[config.mk]
export PLATFORM = sky130hd
export DESIGN_NAME = apx_err_monitor
export DESIGN_NICKNAME = d
export VERILOG_FILES = /design/src/rtl/apx_err_monitor.sv
export SDC_FILE = /design/constraint.sdc
export NUM_CORES = 1
export LEC_CHECK = 0
export ABC_CLOCK_PERIOD_IN_PS = 6200
export BUFFER_PORTS_ARGS = -buffer_cell sky130_fd_sc_hd__buf_2
export CAP_MARGIN = 20
export CORE_ASPECT_RATIO = 1.75
export CORE_MARGIN = 3
export CORE_UTILIZATION = 50
export CTS_CLUSTER_SIZE = 28
export DETAILED_ROUTE_END_ITERATION = 8
export GPL_TIMING_DRIVEN = 0
export MAX_ROUTING_LAYER = met4
export PLACE_DENSITY = 0.74
export SLEW_MARGIN = 20
export SYNTH_ARGS = -nofsm -noshare
export SYNTH_HDL_FRONTEND = slang
export SYNTH_SLANG_ARGS = --single-unit
[constraint.sdc]
create_clock -name clk -period 6.2 [get_ports clk]
set_input_delay 1.24 -clock clk [delete_from_list [all_inputs] [get_ports clk]]
set_output_delay 1.24 -clock clk [all_outputs]
set_load 0.005 [all_outputs]
[src/rtl/apx_err_monitor.sv]
// rtl/apx_err_monitor.sv - error-metric accumulator for approximate multiplier outputs
module apx_err_monitor #(
  parameter int W     = 8,
  parameter int CNT_W = 16,
  parameter int SUM_W = 32
) (
  input  logic             clk,
  input  logic             rst_n,
  input  logic             start,
  input  logic [CNT_W-1:0] n_samples,
  output logic             busy,
  input  logic             in_valid,
  output logic             in_ready,
  input  logic [W-1:0]     op_a,
  input  logic [W-1:0]     op_b,
  input  logic [2*W-1:0]   prod_apx,
  output logic             out_valid,
  input  logic             out_ready,
  output logic [SUM_W-1:0] sum_ed,
  output logic             sum_sat,
  output logic [2*W-1:0]   max_ed,
  output logic [CNT_W-1:0] err_cnt,
  output logic [CNT_W-1:0] sample_cnt
);

  typedef enum logic [1:0] {IDLE, RUN, DRAIN, DONE} state_t;

  localparam logic [CNT_W-1:0] CNT_ONE = {{(CNT_W-1){1'b0}}, 1'b1};

  state_t           state;
  logic [CNT_W-1:0] n_lat;
  logic [CNT_W-1:0] acc_cnt;

  logic             s1_valid;
  logic [W-1:0]     s1_a;
  logic [W-1:0]     s1_b;
  logic [2*W-1:0]   s1_p;
  logic             s2_valid;
  logic [2*W-1:0]   s2_ed;

  logic             accept;
  logic             start_ok;
  logic [2*W-1:0]   exact;
  logic [2*W-1:0]   ed_c;
  logic [SUM_W:0]   sum_next;

  // Handshake and status decode; in_ready never looks at in_valid
  assign in_ready  = (state == RUN) && (acc_cnt < n_lat);
  assign accept    = in_valid && in_ready;
  assign busy      = (state == RUN) || (state == DRAIN);
  assign out_valid = (state == DONE);
  assign start_ok  = start && (state == IDLE);

  // Exact product and absolute error distance of the S1 sample
  assign exact    = {{W{1'b0}}, s1_a} * {{W{1'b0}}, s1_b};
  assign ed_c     = (exact >= s1_p) ? (exact - s1_p) : (s1_p - exact);
  // One guard bit above the accumulator catches overflow for saturation
  assign sum_next = {1'b0, sum_ed} + {{(SUM_W+1-2*W){1'b0}}, s2_ed};

  // Run control: count acceptances, then wait for the two pipe stages to empty
  always_ff @(posedge clk or negedge rst_n) begin
    if (!rst_n) begin
      state   <= IDLE;
      n_lat   <= '0;
      acc_cnt <= '0;
    end else begin
      case (state)
        IDLE: begin
          if (start) begin
            n_lat   <= n_samples;
            acc_cnt <= '0;
            state   <= (n_samples == '0) ? DONE : RUN;
          end
        end
        RUN: begin
          if (accept) acc_cnt <= acc_cnt + CNT_ONE;
          if (acc_cnt == n_lat) state <= DRAIN;
        end
        DRAIN: begin
          if (!s1_valid && !s2_valid) state <= DONE;
        end
        DONE: begin
          if (out_ready) state <= IDLE;
        end
        default: state <= IDLE;
      endcase
    end
  end

  // Two-stage sample pipe: S1 captures the sample, S2 holds its error distance
  always_ff @(posedge clk or negedge rst_n) begin
    if (!rst_n) begin
      s1_valid <= 1'b0;
      s1_a     <= '0;
      s1_b     <= '0;
      s1_p     <= '0;
      s2_valid <= 1'b0;
      s2_ed    <= '0;
    end else begin
      s1_valid <= accept;
      if (accept) begin
        s1_a <= op_a;
        s1_b <= op_b;
        s1_p <= prod_apx;
      end
      s2_valid <= s1_valid;
      s2_ed    <= ed_c;
    end
  end

  // Metric accumulation; cleared by an honoured start, otherwise held
  always_ff @(posedge clk or negedge rst_n) begin
    if (!rst_n) begin
      sum_ed     <= '0;
      sum_sat    <= 1'b0;
      max_ed     <= '0;
      err_cnt    <= '0;
      sample_cnt <= '0;
    end else if (start_ok) begin
      sum_ed     <= '0;
      sum_sat    <= 1'b0;
      max_ed     <= '0;
      err_cnt    <= '0;
      sample_cnt <= '0;
    end else if (s2_valid) begin
      if (sum_next[SUM_W]) begin
        sum_ed  <= '1;
        sum_sat <= 1'b1;
      end else begin
        sum_ed  <= sum_next[SUM_W-1:0];
      end
      if (s2_ed > max_ed) max_ed <= s2_ed;
      if (s2_ed != '0) err_cnt <= err_cnt + CNT_ONE;
      sample_cnt <= sample_cnt + CNT_ONE;
    end
  end

endmodule

==> reports/summary.txt <==
DRT iter0 DRCs = 681
Layout cell share with drive strength beyond 1 = 21.2%
RePlAce Congestion = 0.913
# DRC = 0
Vias = 11080
Fin. max-slew vios = 0
# setup viols final = 0
Post-Syn Area = 12400 sq um
Total GRT Usage = 26.4%
Final hold violation count = 0
Hold-fix buffers, CTS = 0
Worst R2R Setup Slack = 0.03 ns
CTS tree = built
Multi-input gate area = 7960 sq um
Largest cells by area after synthesis = dfrtp_1, ha_1, fa_1, o21ai_0, inv_1
Largest net degree at the start of global routing = 84
Storage cell area = 4150 sq um
Critical path class = register to register
Hold WC Path Type = register to register
MaxCap Viol Count = 0
Die W = 125 um
Fillers = 2088
R2r endpoint = s2_ed[13]
Vias in the first global route = 11564
Placed wire-length estimate after detailed placement = 26200 um
Synth area leader = dfrtp_1
Number of flops mapped to enable cells by yosys = 0
FP Rows = 75
Wire per inst = 18.4 um
Number of distinct library cells after synthesis = 70
Status = complete, no violations
ANT nets after route = 0
Clock transition at the registers of the reported paths = 0.07 ns
CTS H-Tree Depth = 4
Worst hold margin = 0.378 ns
Post-Syn Area per Cell = 9.09 sq um
Worst EP arrival = 6.51 ns
Die ar. = 26800 sq um
Clk_lat worst skew = 0.45 ns
Slew @ Worst Pin = 0.743 ns
Io pins = 137
Overflow left after global routing = 0
Drt first pass iters = 6
RSZ-0062 raised after global routing = true
Critical Path RT = 6.54 ns
Final-stage net count = 1778
CP Launch Type = register
Syn_nets = 1577
Worst reg2reg path startpoint = s1_b[5]
Tcrit/Tclk final = 99.5%
Num CTS Buffers = 17
Via density per instance = 5.88
Synth Flop Type = dfrtp_1
Die Ht = 214 um
Headroom to the max-slew limit = 50.5%
Core Region = 24200 sq um
CTS sink cnt = 165
First-pass GRT wire length = 56100 um
Initial antenna violation count = 1
Crit path launch = s1_b[5]
Syn Inst Count = 1362
Drt total wl = 34600 um
Synth-to-layout area growth = 19.7%
Clk_skew = 0.0102 ns
Yosys reg bits = 165
PortBufs = 136
Share of the synthesized area in the top cell type = 33.4%
Timing endpoint of the critical path = s2_ed[13]
Maximum clock path buffer count = 2
Seq/Total Area, Yosys = 33.4%
Setup crit end kind = register
CP Max Fanout = 6
Initial Util = 51.1%
Final Critical Period = 6.17 ns
Root buf cell = clkbuf_16
R2R depth = 21
Fmax = 0.162 GHz
Ys async rst share = 100%
YS warnings = 0
[cells by family (layout without fill, tap and decap cells)]
logic type	Yosys count	count (layout)	share of synthesized area, %
other	0	1	0
buffers and inverters	182	394	5.70
adder cells (fa/ha/maj)	162	162	18.7
flip-flops	165	165	33.4
AO/OA/AOI/OAI	341	341	17.4
XOR/XNOR	66	66	4.67
AND/OR/NAND/NOR	409	409	16.9
multiplexers	37	37	3.18
[synth_stat cells (4+ instances only)]
master / number
nor4_1: 11
o41ai_1: 5
o21bai_1: 5
a21oi_1: 94
dfrtp_1: 165
o21ai_0: 104
buf_2: 15
inv_1: 131
and3_1: 26
a22o_1: 4
o31ai_1: 5
ha_1: 123
clkbuf_1: 32
nor3_1: 16
nand3_1: 50
and4_1: 7
nand2_1: 100
nor2_1: 74
and2_1: 64
a21o_1: 29
nor2b_1: 14
xor2_1: 32
nand2b_1: 5
o211ai_1: 7
mux2i_1: 18
o21a_1: 10
nand4_1: 18
or3_1: 8
mux2_2: 19
xnor2_1: 34
a31oi_1: 13
a211oi_1: 18
o21ai_1: 5
a41oi_1: 9
fa_1: 39
[routing by layer]
| layer | wire length, um | vias to the layer above | track usage, % |
|---|---|---|---|
| li1 | - | 5179 | - |
| met1 | 12400 | 5431 | 25.9 |
| met2 | 19200 | 350 | 49.6 |
| met3 | 1340 | 120 | 3.84 |
| met4 | 1650 | 0 | 13.5 |
| met5 | 0 | - | - |
[worst min-delay path by stage]
stage / from / endpoint / slack [ns] / cells past startpoint
final: s1_valid / s2_valid / 0.38 / 0
after CTS: s1_valid / s2_valid / 0.37 / 0
after detailed placement: s1_valid / s2_valid / 0.36 / 0
after floorplan: s1_valid / s2_valid / 0.35 / 0
after global routing: s1_valid / s2_valid / 0.40 / 0
after global placement: s1_valid / s2_valid / 0.36 / 0
[sequential cells by signal (all words and copies together) (netlist names)]
| register | flops |
|---|---|
| s1_a | 8 |
| sum_sat | 1 |
| s1_b | 8 |
| sum_ed | 32 |
| err_cnt | 16 |
| sample_cnt | 16 |
| state | 2 |
| acc_cnt | 16 |
| max_ed | 16 |
| s1_p | 16 |
| s1_valid | 1 |
| n_lat | 16 |
| s2_ed | 16 |
| s2_valid | 1 |
[placed cells by master, fill, tap and decap left out, types with 34 or more instances in the layout]
cell      synthesis  final
dfrtp_1         165    152
buf_2            15    146
inv_1           131    126
ha_1            123    112
o21ai_0         104    101
nand2_1         100     96
a21oi_1          94     91
nor2_1           74     71
and2_1           64     59
nand3_1          50     50
buf_4             1     47
fa_1             39     35
clkbuf_1         32     34
[final cells by class]
| cell class | instances | area share [%] |
|---|---|---|
| timing repair buffer | 183 | 7.23 |
| sequential | 165 | 28.0 |
| tap | 308 | 2.60 |
| buffer | 49 | 1.49 |
| clock buffer | 21 | 3.11 |
| multi-input combinational | 1015 | 53.7 |
| inverter | 132 | 3.34 |
| clock inverter | 9 | 0.549 |
| antenna | 1 | 0.0169 |
[critical path, cell delays in order, from the launching register on]
cell and delay [ns]:
dfrtp_2 0.46, and2_4 0.18, fa_1 0.51, fa_1 0.51, fa_1 0.49, inv_1 0.05, fa_1 0.53, inv_1 0.07
ha_4 0.20, o41ai_4 0.42, o21ai_2 0.15, or2_4 0.29, xor2_2 0.16, ha_4 0.17, a21o_1 0.19, a21o_1 0.21
a221oi_4 0.38, nand2_4 0.11, buf_8 0.16, mux2i_4 0.19, a32o_2 0.30, a2111oi_4 0.31
[per-stage QoR]
| step | utilization (%) | cell area (sq um) | setup TNS (ns) | std cells | worst slack, ns |
|---|---|---|---|---|---|
| detailed placement | 55.7 | 13500 | -8.59 | 1807 | -0.750 |
| floorplan | - | 12400 | 0 | 1362 | 0.142 |
| global placement | 55.5 | 13400 | -6.74 | 1806 | -0.595 |
| global route | 61.2 | 14800 | -0.267 | 1883 | -0.124 |
| CTS | 60.2 | 14600 | 0 | 1869 | 0.0137 |
| finish | 61.2 | 14800 | 0 | 1883 | 0.0318 |
[what timing repair did]
action | 4_1_cts | 5_1_grt
pin swaps | 39 | 43
hold endpoints to repair | 0 | 0
setup endpoints to repair | 15 | 13
setup buffers | 32 | 14
resized for setup | 70 | 34
Power is not shown: default switching activity piles up to over one toggle a cycle in this logic, so the estimate is an artifact.
